$ cat config.mk
export PLATFORM = sky130hd
export DESIGN_NAME = div_16_flat
export DESIGN_NICKNAME = d
export VERILOG_FILES = /design/src/rtl/alu_pkg.sv /design/src/rtl/div_16_if.sv /design/src/rtl/cla_16.sv /design/src/rtl/div_16.sv /design/src/flat_wrapper.sv
export SDC_FILE = /design/constraint.sdc
export NUM_CORES = 1
export LEC_CHECK = 0
export ABC_CLOCK_PERIOD_IN_PS = 8600
export BUFFER_PORTS_ARGS = -buffer_cell sky130_fd_sc_hd__buf_4
export CAP_MARGIN = 40
export CELL_PAD_IN_SITES_DETAIL_PLACEMENT = 1
export CELL_PAD_IN_SITES_GLOBAL_PLACEMENT = 2
export CORE_MARGIN = 3
export CORE_UTILIZATION = 33
export DETAILED_ROUTE_END_ITERATION = 6
export PLACE_DENSITY_LB_ADDON = 0.25
export SLEW_MARGIN = 15
export SYNTH_ARGS = -nofsm -noshare
export SYNTH_HDL_FRONTEND = slang
export SYNTH_SLANG_ARGS = --single-unit
$ cat constraint.sdc
create_clock -name clk -period 8.6 [get_ports clk]
set_clock_uncertainty 0.1 [all_clocks]
set_input_delay 0.86 -clock clk [delete_from_list [all_inputs] [get_ports clk]]
set_output_delay 0.86 -clock clk [all_outputs]
set_load 0.005 [all_outputs]
$ cat src/rtl/alu_pkg.sv
// rtl/alu_pkg.sv - shared ALU constants and divider FSM state type
package alu_pkg;

    localparam int ALU_WIDTH = 16;
    localparam int CNT_WIDTH = $clog2(ALU_WIDTH);

    typedef enum logic [1:0] {
        IDLE = 2'd0,
        CALC = 2'd1,
        DONE = 2'd2
    } div_state_t;

endpackage

$ cat src/rtl/div_16_if.sv
// rtl/div_16_if.sv - request/result bundle between the execute stage and the divider
interface div_16_if #(
    parameter int WIDTH = 16
);
    logic             start;
    logic             signed_op;
    logic [WIDTH-1:0] dividend;
    logic [WIDTH-1:0] divisor;
    logic             busy;
    logic             done;
    logic [WIDTH-1:0] quotient;
    logic [WIDTH-1:0] remainder;
    logic             div_by_zero;

    modport master (
        output start, signed_op, dividend, divisor,
        input  busy, done, quotient, remainder, div_by_zero
    );

    modport slave (
        input  start, signed_op, dividend, divisor,
        output busy, done, quotient, remainder, div_by_zero
    );
endinterface

$ cat src/rtl/cla_16.sv
// rtl/cla_16.sv - generate/propagate adder used as the divider's trial subtractor
module cla_16 #(
    parameter int WIDTH = 16
) (
    input  logic [WIDTH-1:0] a,
    input  logic [WIDTH-1:0] b,
    input  logic             cin,
    output logic [WIDTH-1:0] sum,
    output logic             cout
);
    logic [WIDTH-1:0] g;
    logic [WIDTH-1:0] p;

    assign g = a & b;
    assign p = a ^ b;

    always_comb begin
        logic [WIDTH:0] c;
        c    = '0;
        c[0] = cin;
        for (int i = 0; i < WIDTH; i++) begin
            c[i+1] = g[i] | (p[i] & c[i]);
        end
        sum  = p ^ c[WIDTH-1:0];
        cout = c[WIDTH];
    end
endmodule

$ cat src/rtl/div_16.sv
// rtl/div_16.sv - sequential restoring divider, fixed WIDTH+1 latency; DIV_SIGNED_EN adds signed mode
module div_16
    import alu_pkg::*;
#(
    parameter int WIDTH = ALU_WIDTH
) (
    input  logic    clk,
    input  logic    rst,
    div_16_if.slave bus
);
    localparam int CW = $clog2(WIDTH);

    div_state_t       state;
    logic [CW-1:0]    cnt;
    logic [WIDTH-1:0] r, q, dvsr, dvnd_raw;
    logic             zero_div;
    logic             busy_r, done_r, dbz_r;
    logic [WIDTH-1:0] quot_r, rem_r;

    logic [WIDTH-1:0] a_mag, b_mag, q_res, r_res;
    logic [WIDTH-1:0] trial;
    logic             cout, no_borrow;
    logic [WIDTH:0]   shifted;

    // q doubles as the dividend shift register: its MSB feeds R, quotient bits enter at the LSB
    assign shifted = {r, q[WIDTH-1]};

    cla_16 #(.WIDTH(WIDTH)) u_trial (
        .a    (shifted[WIDTH-1:0]),
        .b    (~dvsr),
        .cin  (1'b1),
        .sum  (trial),
        .cout (cout)
    );

    assign no_borrow = shifted[WIDTH] | cout;

`ifdef DIV_SIGNED_EN
    logic a_neg, b_neg, neg_q, neg_r;
    assign a_neg = bus.signed_op & bus.dividend[WIDTH-1];
    assign b_neg = bus.signed_op & bus.divisor[WIDTH-1];
    assign a_mag = a_neg ? -bus.dividend : bus.dividend;
    assign b_mag = b_neg ? -bus.divisor  : bus.divisor;
    assign q_res = neg_q ? -q : q;
    assign r_res = neg_r ? -r : r;
`else
    logic unused_signed_op;
    assign unused_signed_op = bus.signed_op;
    assign a_mag = bus.dividend;
    assign b_mag = bus.divisor;
    assign q_res = q;
    assign r_res = r;
`endif

    always_ff @(posedge clk or posedge rst) begin
        if (rst) begin
            state    <= IDLE;
            cnt      <= '0;
            r        <= '0;
            q        <= '0;
            dvsr     <= '0;
            dvnd_raw <= '0;
            zero_div <= 1'b0;
            busy_r   <= 1'b0;
            done_r   <= 1'b0;
            dbz_r    <= 1'b0;
            quot_r   <= '0;
            rem_r    <= '0;
`ifdef DIV_SIGNED_EN
            neg_q    <= 1'b0;
            neg_r    <= 1'b0;
`endif
        end else begin
            done_r <= 1'b0;
            case (state)
                IDLE: begin
                    if (bus.start) begin
                        q        <= a_mag;
                        dvsr     <= b_mag;
                        dvnd_raw <= bus.dividend;
                        r        <= '0;
                        cnt      <= CW'(WIDTH - 1);
                        zero_div <= (bus.divisor == '0);
                        busy_r   <= 1'b1;
                        state    <= CALC;
`ifdef DIV_SIGNED_EN
                        neg_q    <= a_neg ^ b_neg;
                        neg_r    <= a_neg;
`endif
                    end
                end
                CALC: begin
                    if (!zero_div) begin
                        q <= {q[WIDTH-2:0], no_borrow};
                        r <= no_borrow ? trial : shifted[WIDTH-1:0];
                    end
                    if (cnt == '0) begin
                        state <= DONE;
                    end else begin
                        cnt <= cnt - 1'b1;
                    end
                end
                DONE: begin
                    busy_r <= 1'b0;
                    done_r <= 1'b1;
                    state  <= IDLE;
                    if (zero_div) begin
                        quot_r <= '1;
                        rem_r  <= dvnd_raw;
                        dbz_r  <= 1'b1;
                    end else begin
                        quot_r <= q_res;
                        rem_r  <= r_res;
                        dbz_r  <= 1'b0;
                    end
                end
                default: state <= IDLE;
            endcase
        end
    end

    assign bus.busy        = busy_r;
    assign bus.done        = done_r;
    assign bus.quotient    = quot_r;
    assign bus.remainder   = rem_r;
    assign bus.div_by_zero = dbz_r;
endmodule

$ cat src/flat_wrapper.sv
// flat-port wrapper written by rule: the top's interface ports become plain ports
module div_16_flat import alu_pkg::*;
#(
    parameter int WIDTH = ALU_WIDTH
)
  (clk, rst, bus_start, bus_signed_op, bus_dividend, bus_divisor, bus_busy, bus_done, bus_quotient, bus_remainder, bus_div_by_zero);
  div_16_if #(.WIDTH(WIDTH)) bus_i ();
  input  logic clk;
  input  logic rst;
  input wire logic [$bits(bus_i.start)-1:0] bus_start;
  input wire logic [$bits(bus_i.signed_op)-1:0] bus_signed_op;
  input wire logic [$bits(bus_i.dividend)-1:0] bus_dividend;
  input wire logic [$bits(bus_i.divisor)-1:0] bus_divisor;
  output wire logic [$bits(bus_i.busy)-1:0] bus_busy;
  output wire logic [$bits(bus_i.done)-1:0] bus_done;
  output wire logic [$bits(bus_i.quotient)-1:0] bus_quotient;
  output wire logic [$bits(bus_i.remainder)-1:0] bus_remainder;
  output wire logic [$bits(bus_i.div_by_zero)-1:0] bus_div_by_zero;
  assign bus_i.start = bus_start;
  assign bus_i.signed_op = bus_signed_op;
  assign bus_i.dividend = bus_dividend;
  assign bus_i.divisor = bus_divisor;
  assign bus_busy = bus_i.busy;
  assign bus_done = bus_i.done;
  assign bus_quotient = bus_i.quotient;
  assign bus_remainder = bus_i.remainder;
  assign bus_div_by_zero = bus_i.div_by_zero;
  div_16 #(.WIDTH(WIDTH)) u_core (.clk(clk), .rst(rst), .bus(bus_i));
endmodule
==> results of run 1 <==
[through the flow]
step | hold slack (ns) | utilization (%) | setup slack [ns] | instances
after detailed placement | 0.366 | 38.6 | 0.350 | 733
final | 0.383 | 40.9 | 0.421 | 749
after floorplan | 0.345 | - | 0.509 | 506
after global routing | 0.417 | 40.9 | 0.0434 | 749
after CTS | 0.385 | 40.9 | 0.262 | 749
after global placement | 0.358 | 38.5 | 0.419 | 732
[repair_timing]
action                     CTS  global route
setup endpoints to repair    0             6
buffers inserted             0             0
gates resized for setup      0             1
[worst register-to-register path, stage by stage (launching register included)]
cell       delay, ns
dfrtp_1         0.42
inv_1           0.06
ha_1            0.20
fa_1            0.46
fa_1            0.46
fa_1            0.46
fa_1            0.46
fa_1            0.46
fa_1            0.46
fa_1            0.46
fa_1            0.47
fa_1            0.48
fa_1            0.48
fa_1            0.47
fa_1            0.47
fa_1            0.46
fa_1            0.42
inv_1           0.08
fa_1            0.22
buf_4           0.18
o21ai_0         0.11
o21ai_0         0.12
o2bb2ai_1       0.10
[cell usage after synthesis (2+ instances only)]
library cell,count
inv_1,23
ha_1,2
buf_2,6
o21ai_0,65
buf_6,5
nand2b_1,2
clkbuf_1,20
nor4_1,4
nand2_1,133
mux2i_1,33
buf_4,3
nand3_1,18
o2bb2ai_1,15
fa_1,15
dfrtp_1,106
or3b_1,2
nor2_1,21
o21ai_2,15
[layout make-up]
class,count,area [um2],share of cell area (%)
flip-flops and latches,106,2650,44.1
multi-input cells,342,2110,35.1
repair buffers,78,589,9.79
clock buffers,12,246,4.10
well taps,184,230,3.83
clock inverters,4,98.8,1.64
inverters,23,88.8,1.48
[power by group]
group          total [mW]  leakage, nW  internal [mW]  switching [mW]
logic               0.974         1.42          0.447           0.527
clock network       0.479        0.167          0.294           0.186
registers           0.901         1.33          0.716           0.184
total                2.35         2.92           1.46           0.898
[logic make-up (layout without fill, tap and decap cells)]
logic type,after synthesis,count (layout)
buffers and inverters,58,117
adder cells (fa/ha/maj),17,17
AND/OR/NAND/NOR,188,188
flip-flops,106,106
multiplexers,34,34
AO/OA/AOI/OAI,103,103
[registers in the layout, indices dropped and copies added (netlist names)]
name	cells
u_core.bus.busy	1
u_core.bus.div_by_zero	1
u_core.bus.done	1
u_core.bus.quotient	16
u_core.bus.remainder	16
u_core.cnt	4
u_core.dvnd_raw	16
u_core.dvsr	16
u_core.q	16
u_core.r	16
u_core.state	2
u_core.zero_div	1
[per-layer routing]
metal	wire, um	vias to the layer above	part of all wire (%)	track usage [%]
li1	-	1794	-	-
met1	6070	1852	48	22.1
met2	6040	58	48	26.3
met3	390	10	3.1	3.59
met4	142	0	1.1	4.26
met5	0	-	0	0
[final timing paths]
check | slack (ns) | startpoint | cells after the start | to
max | 0.42 | u_core.q[15]$_DFFE_PP0P_ | 22 | u_core.r[3]$_DFFE_PP0P_
min | 0.38 | u_core.dvnd_raw[8]$_DFFE_PP0P_ | 2 | u_core.dvnd_raw[8]$_DFFE_PP0P_
max reg2reg | 0.42 | u_core.q[15]$_DFFE_PP0P_ | 22 | u_core.r[3]$_DFFE_PP0P_
min reg2reg | 0.38 | u_core.dvnd_raw[8]$_DFFE_PP0P_ | 2 | u_core.dvnd_raw[8]$_DFFE_PP0P_
max in group asynchronous | 6.72 | rst | 3 | u_core.bus.remainder[5]$_DFFE_PP0P_
min in group asynchronous | 0.47 | rst | 2 | u_core.cnt[3]$_DFFE_PP0P_
==> results.toml, run 1 <==
[finish]
final_cell_mix = "nand2_1, dfrtp_1, buf_4, o21ai_0, mux2i_1"
nets = 613
drive_gt1_share_pct = 20.2
diodes = 0
nFillCells = 1638
syn_to_final_growth_pct = 19.8
postLayoutCellArea_mm2 = 0.00602
mostFrequentLayoutCell = "nand2_1"

[worst_setup_path]
critPathArrivalTime_ns = 8.31
path_max_fanout = 10
critPathKind = "reg -> reg"
path_delay_family = "adder cells"
slowest_stage = "fa_1"
worst-path-buf-inv = 3
cp_common_cell = "fa_1"
start_kind = "flip-flop"
crit_path_end_kind = "flip-flop"
cpPeakStageDelay_ns = 0.48
critical_path_required_ns = 8.73
path_cells = "inv_1 -> ha_1 -> fa_1 -> fa_1 -> fa_1 -> fa_1 -> fa_1 -> fa_1 -> fa_1 -> fa_1 -> fa_1 -> fa_1 -> fa_1 -> fa_1 -> fa_1 -> fa_1 -> inv_1 -> fa_1 -> buf_4 -> o21ai_0 -> o21ai_0 -> o2bb2ai_1"

[drt]
vias = 3714
antenna_left = 0
drt_iter0_drc = 182
wl_per_cell_um = 16.9
firstDrtPassIters = 4
drc_errors = 0
wirelength_um = 12600
vias_per_cell = 4.96

[sta]
fin_crit_ns = 8.18
rsz0062_at_grt = "no"
fmax_ghz = 0.122
drv_slew = 0
hold_viol = 0
fin_crit_sh_pct = 95.1
slew_headroom_pct = 48.4
finalSetupViolCount = 0
fin_tns_setup_ns = 0
worst_pin_slew_ns = 0.774

[clock_tree]
cts-buffers-inserted = 9
clock-sinks = 106
path_clk_slew_ns = 0.07
h-tree-depth = 3
postCtsHoldBufs = 0
root_buffer = "clkbuf_16"
cts_tree = "yes"
clk_latency_ns = 0.35
clock_path_buffers = 2

[run]
maxCapViolations = 0

[place]
io_buffers = 69
gp_congestion = 0.741
place_area_mm2 = 0.00567
hpwl_um = 8620

[floorplan]
rows = 44
die-area_mm2 = 0.0167
initial_core_util_pct = 34.2
die_w_um = 129
io-pin-count = 71
die_h_um = 129
core_area_mm2 = 0.0147

[yosys]
ys_ff_latch = 106
synth_edf_count = 0
synthXorXnorAreaFrac_pct = 0
synth_mux_area_share_pct = 6.80
synth_cell_type_count = 36
synth.largest_area_cell = "dfrtp_1"
synth_area_per_cell_um2 = 9.93
synth_compound_area_share_pct = 12.9
synth_area_mm2 = 0.00502
synth-main-ff-cell = "dfrtp_1"
synth_top_family_by_area = "simple AND/OR/NAND/NOR gates"
yosysWarnings = 0
synth_cells = 506
synth-async-reset-ratio_pct = 100
synth_area_leaders = "dfrtp_1, nand2_1, mux2i_1"
synth-simple-area-share_pct = 15.6
synth_nets = 559
yosysSeqAreaShare_pct = 52.8
synthAdderAreaFrac_pct = 6.48
yosysTopAreaCellShare_pct = 52.8

[power_and_ir_drop]
vdd_drop_max_mv = 0.186
power_mw = 2.35
p_per_area_mw_per_mm2 = 391
p_leak_nw = 2.92

[global_routing]
grt_pass1_wl_um = 21100
grt_pass1_vias = 3928
grt.total_usage_pct = 16.2
antenna_found_initial = 0
grt_start_max_net_pins = 67
gr-total-overflow = 0

[status]
status = "finished, final reports clean"

[worst_hold_path]
hold_class = "reg -> reg"
(Power assumes the default switching activity.)
==> run 2: changes to the inputs <==
--- a/config.mk
+++ b/config.mk
@@ -13,7 +13,7 @@
 export CORE_MARGIN = 3
 export CORE_UTILIZATION = 33
 export DETAILED_ROUTE_END_ITERATION = 6
-export PLACE_DENSITY_LB_ADDON = 0.25
+export PLACE_DENSITY_LB_ADDON = 0.1
 export SLEW_MARGIN = 15
 export SYNTH_ARGS = -nofsm -noshare
 export SYNTH_HDL_FRONTEND = slang
==> run 2 against run 1 <==
Combinational power about the same. Count of clock-buffer cells in the layout stayed put. Clock power shrank 16%. Sequential share of layout area is 0.19 points higher. Sequential power barely moved. Fmax rose by 0.27%. Hold slack worse by 0.0060 ns. Critical path type unchanged.
==> results.toml, run 2 (synthesis gave the netlist of run 1 again) <==
[status]
status = "finished, final reports clean"

[worst_setup_path]
worst-path-buf-inv = 2
worst_r2r_path_depth = 20
critPathKind = "reg -> reg"
slowest_stage = "fa_1"
path_delay_family = "adder cells"
critPathArrivalTime_ns = 8.28
crit_path_end_kind = "flip-flop"
path_cells = "inv_1 -> ha_1 -> fa_1 -> fa_1 -> fa_1 -> fa_1 -> fa_1 -> fa_1 -> fa_1 -> fa_1 -> fa_1 -> fa_1 -> fa_1 -> fa_1 -> fa_1 -> fa_1 -> inv_1 -> fa_1 -> a22oi_1 -> o22ai_1"
cp_common_cell = "fa_1"
cpPeakStageDelay_ns = 0.48
timing.rr.end = "u_core.r[15]$_DFFE_PP0P_"
start_kind = "flip-flop"
reg2reg_slack_ns = 0.44
path_max_fanout = 4
critical_path_required_ns = 8.72
reg2reg_from = "u_core.q[15]$_DFFE_PP0P_"

[floorplan]
die-area_mm2 = 0.0167
rows = 44
die_w_um = 129
initial_core_util_pct = 34.2
core_area_mm2 = 0.0147
io-pin-count = 71
die_h_um = 129

[sta]
slew_headroom_pct = 61.0
drv_slew = 0
rsz0062_at_grt = "no"
setup_ws_ns = 0.443
fmax_ghz = 0.123
worst_pin_slew_ns = 0.585
fin_crit_ns = 8.16
fin_tns_setup_ns = 0
hold_viol = 0
whs_ns = 0.377
fin_crit_sh_pct = 94.8
finalSetupViolCount = 0

[finish]
fin_util_pct = 40.8
final_cell_mix = "nand2_1, dfrtp_1, buf_4, o21ai_0, mux2i_1"
seq_area_mm2 = 0.00265
mostFrequentLayoutCell = "nand2_1"
diodes = 0
multiInputGateArea_mm2 = 0.00211
syn_to_final_growth_pct = 19.3
nFillCells = 1643
drive_gt1_share_pct = 20.7
nets = 614
postLayoutCellArea_mm2 = 0.00599
stdcell_count = 750

[global_routing]
grt_pass1_vias = 3949
gr-total-overflow = 0
met3_usage_pct = 2.51
grt_pass1_wl_um = 21200
antenna_found_initial = 0
top_usage_layer = "met2"
grt_start_max_net_pins = 67
grt.total_usage_pct = 16.2
use_met2_pct = 25.9
grt_use_met1_pct = 22.6

[place]
io_buffers = 69
placed_cells = 734
gp_congestion = 0.737
hpwl_um = 8860
pre_cts_ws_ns = 0.356
place_area_mm2 = 0.00570

[drt]
drt_iter0_drc = 194
wl_per_cell_um = 16.9
antenna_left = 0
firstDrtPassIters = 4
vias_per_cell = 4.99
vias = 3744
drc_errors = 0
wirelength_um = 12700

[clock_tree]
clock-sinks = 106
cts-buffers-inserted = 9
clock_path_buffers = 2
cts_tree = "yes"
clk_latency_ns = 0.35
path_clk_slew_ns = 0.07
h-tree-depth = 3
root_buffer = "clkbuf_16"
postCtsHoldBufs = 0
post_cts_buffers = 0

[power_and_ir_drop]
vdd_drop_max_mv = 0.164
p_leak_nw = 2.91
power_mw = 2.28
p_per_area_mw_per_mm2 = 380

[run]
maxCapViolations = 0

[worst_hold_path]
hold_class = "in -> async"
-- run 2: cell count changes in the layout (fill, tap and decap cells not counted), sizes merged --
cell      delta
bufinv       -3
clkinvlp     +2
buf          +1
clkinv       +1
-- run 2: routing by layer --
layer / vias up / wire length, um
met3: 13 / 371
met2: 49 / 6140
met4: 0 / 196
met1: 1895 / 6000
li1: 1787 / -
met5: - / 0
-- run 2: cell type report --
| class | count | area share [%] |
|---|---|---|
| Clock buffer | 12 | 4.45 |
| Clock inverter | 4 | 0.418 |
| Inverter | 23 | 1.48 |
| Multi-Input combinational cell | 342 | 35.2 |
| Sequential cell | 106 | 44.3 |
| Tap cell | 184 | 3.84 |
| Timing Repair Buffer | 79 | 10.3 |
-- run 2: worst max path at each step --
stage	slack [ns]	endpoint	start	cells after the start
final	0.44	u_core.r[15]$_DFFE_PP0P_	u_core.q[15]$_DFFE_PP0P_	20
after global routing	0.02	u_core.r[0]$_DFFE_PP0P_	u_core.q[15]$_DFFE_PP0P_	22
after CTS	0.28	u_core.r[14]$_DFFE_PP0P_	u_core.q[15]$_DFFE_PP0P_	21
after detailed placement	0.36	u_core.r[7]$_DFFE_PP0P_	u_core.q[15]$_DFFE_PP0P_	21
after global placement	0.43	u_core.q[0]$_DFFE_PP0P_	u_core.q[15]$_DFFE_PP0P_	21
after floorplan	0.51	u_core.r[0]$_DFFE_PP0P_	u_core.q[15]$_DFFE_PP0P_	23
-- run 2: power breakdown --
group / switching, mW / internal, mW
clock: 0.181 / 0.219
sequential: 0.184 / 0.716
combinational: 0.528 / 0.447
-- run 2: timing repair --
action / in CTS / in global routing
gates resized for setup: 0 / 1
endpoints found under the setup margin: 0 / 15
hold endpoints to repair: 0 / 0
==> run 3: changes to the inputs <==
--- a/config.mk
+++ b/config.mk
@@ -10,10 +10,9 @@
 export CAP_MARGIN = 40
 export CELL_PAD_IN_SITES_DETAIL_PLACEMENT = 1
 export CELL_PAD_IN_SITES_GLOBAL_PLACEMENT = 2
-export CORE_MARGIN = 3
 export CORE_UTILIZATION = 33
 export DETAILED_ROUTE_END_ITERATION = 6
-export PLACE_DENSITY_LB_ADDON = 0.1
+export PLACE_DENSITY_LB_ADDON = 0.2
 export SLEW_MARGIN = 15
 export SYNTH_ARGS = -nofsm -noshare
 export SYNTH_HDL_FRONTEND = slang
==> run 3 against run 2 <==
The run now ends with design-rule violations left. Design area increased by 0.63%. Hold slack better by 0.0068 ns. Worst setup slack better by 0.037 ns. Critical path depth is 2 higher. Core utilization increased by 0.26 points. Register-to-register slack better by 0.04 ns. Clock power up 13%. Via count down 1.1%. Routed wire length grew 1.1%. Die area down 6.1%. Power up 3.3%. Critical path type unchanged. Largest cell class unchanged.
==> results.toml, run 3 (synthesis gave the netlist of run 1 again) <==
[status]
status = "complete, but fails checks"
violations = "design-rule violations"

[drt]
vias = 3704
antenna_left = 0
vias_per_cell = 4.94
firstDrtPassIters = 7
wl_per_cell_um = 17.1
wirelength_um = 12800
drt_iter0_drc = 151
drc_errors = 4

[sta]
hold_viol = 0
fin_crit_sh_pct = 94.4
fin_tns_setup_ns = 0
worst_pin_slew_ns = 0.593
drv_slew = 0
rsz0062_at_grt = "no"
fin_crit_ns = 8.12
slew_headroom_pct = 60.5
fmax_ghz = 0.123
finalSetupViolCount = 0

[clock_tree]
postCtsHoldBufs = 0
cts-buffers-inserted = 9
cts_tree = "yes"
clock-sinks = 106
clock_path_buffers = 2
path_clk_slew_ns = 0.07
root_buffer = "clkbuf_16"
clk_latency_ns = 0.35
h-tree-depth = 3

[global_routing]
grt_pass1_vias = 4114
grt_start_max_net_pins = 67
grt.total_usage_pct = 18.0
grt_pass1_wl_um = 21900
antenna_found_initial = 0
gr-total-overflow = 0

[worst_setup_path]
critPathKind = "reg -> reg"
critPathArrivalTime_ns = 8.24
crit_path_end_kind = "flip-flop"
critical_path_required_ns = 8.72
path_max_fanout = 12
start_kind = "flip-flop"

[place]
gp_congestion = 0.720
io_buffers = 69
hpwl_um = 8730

[finish]
nFillCells = 1642
final_cell_mix = "nand2_1, dfrtp_1, buf_4, o21ai_0, mux2i_1"
drive_gt1_share_pct = 20.7
diodes = 0
syn_to_final_growth_pct = 20.0
mostFrequentLayoutCell = "nand2_1"
nets = 615

[power_and_ir_drop]
p_leak_nw = 2.92
p_per_area_mw_per_mm2 = 390
vdd_drop_max_mv = 0.160
power_mw = 2.35

[floorplan]
io-pin-count = 71
initial_core_util_pct = 34.2
die-area_mm2 = 0.0157
die_w_um = 125
die_h_um = 125
rows = 44
core_area_mm2 = 0.0147

[worst_hold_path]
hold_class = "reg -> reg"

[run]
maxCapViolations = 0
[run 3: layer usage]
layer	part of all wire [%]	track usage, %
met5	0	0
met4	1.4	6.24
met3	2.4	2.44
met2	47	29.2
met1	49	24.6
[run 3: repair_timing]
item,in CTS,in global routing
gates resized for setup,0,5
setup buffers,0,2
setup endpoints to repair,0,16
[run 3: cell type report]
| type | instances | area [um2] | area share [%] |
|---|---|---|---|
| Timing Repair Buffer | 80 | 621 | 10.3 |
| Multi-Input combinational cell | 342 | 2120 | 35.1 |
| Inverter | 23 | 88.8 | 1.47 |
| Clock inverter | 2 | 60.1 | 0.996 |
| Tap cell | 184 | 230 | 3.82 |
| Clock buffer | 13 | 260 | 4.32 |
| Sequential cell | 106 | 2650 | 44.0 |
[run 3: where the power goes]
part           switching, mW  internal [mW]
Combinational          0.538          0.457
Sequential             0.187          0.716
Clock                  0.184          0.270
Total                  0.909           1.44
[run 3: critical path: stages, from the launching register on]
cell	delay, ns
dfrtp_1	0.40
inv_1	0.06
ha_1	0.19
fa_1	0.45
fa_2	0.42
fa_1	0.46
fa_1	0.46
fa_1	0.46
fa_1	0.47
fa_1	0.46
fa_1	0.46
fa_1	0.48
fa_1	0.47
fa_1	0.47
fa_1	0.47
fa_1	0.46
fa_1	0.42
inv_1	0.09
fa_2	0.26
buf_6	0.16
o21ai_0	0.13
o21ai_1	0.13
o2bb2ai_1	0.08
[run 3: path summary, 6_finish.rpt]
path,from,endpoint,slack [ns],cells after the start
max in group asynchronous,rst,u_core.dvsr[5]$_DFFE_PP0P_,6.85,4
min in group asynchronous,rst,u_core.cnt[3]$_DFFE_PP0P_,0.46,2
hold / removal,u_core.bus.quotient[0]$_DFFE_PP0P_,u_core.bus.quotient[0]$_DFFE_PP0P_,0.38,2
setup reg to reg,u_core.q[15]$_DFFE_PP0P_,u_core.r[3]$_DFFE_PP0P_,0.48,22
hold reg to reg,u_core.bus.quotient[0]$_DFFE_PP0P_,u_core.bus.quotient[0]$_DFFE_PP0P_,0.38,2
setup / recovery,u_core.q[15]$_DFFE_PP0P_,u_core.r[3]$_DFFE_PP0P_,0.48,22
[run 3: stage by stage]
step | util (%) | hold WS (ns) | area, um2 | instances | setup slack [ns]
after floorplan | - | 0.345 | 5020 | 506 | 0.509
after global placement | 38.4 | 0.358 | 5650 | 731 | 0.268
after detailed placement | 38.7 | 0.367 | 5680 | 733 | 0.231
after CTS | 40.8 | 0.388 | 6000 | 748 | 0.169
after global routing | 41.0 | 0.415 | 6030 | 750 | 0.0293
final | 41.0 | 0.384 | 6030 | 750 | 0.480
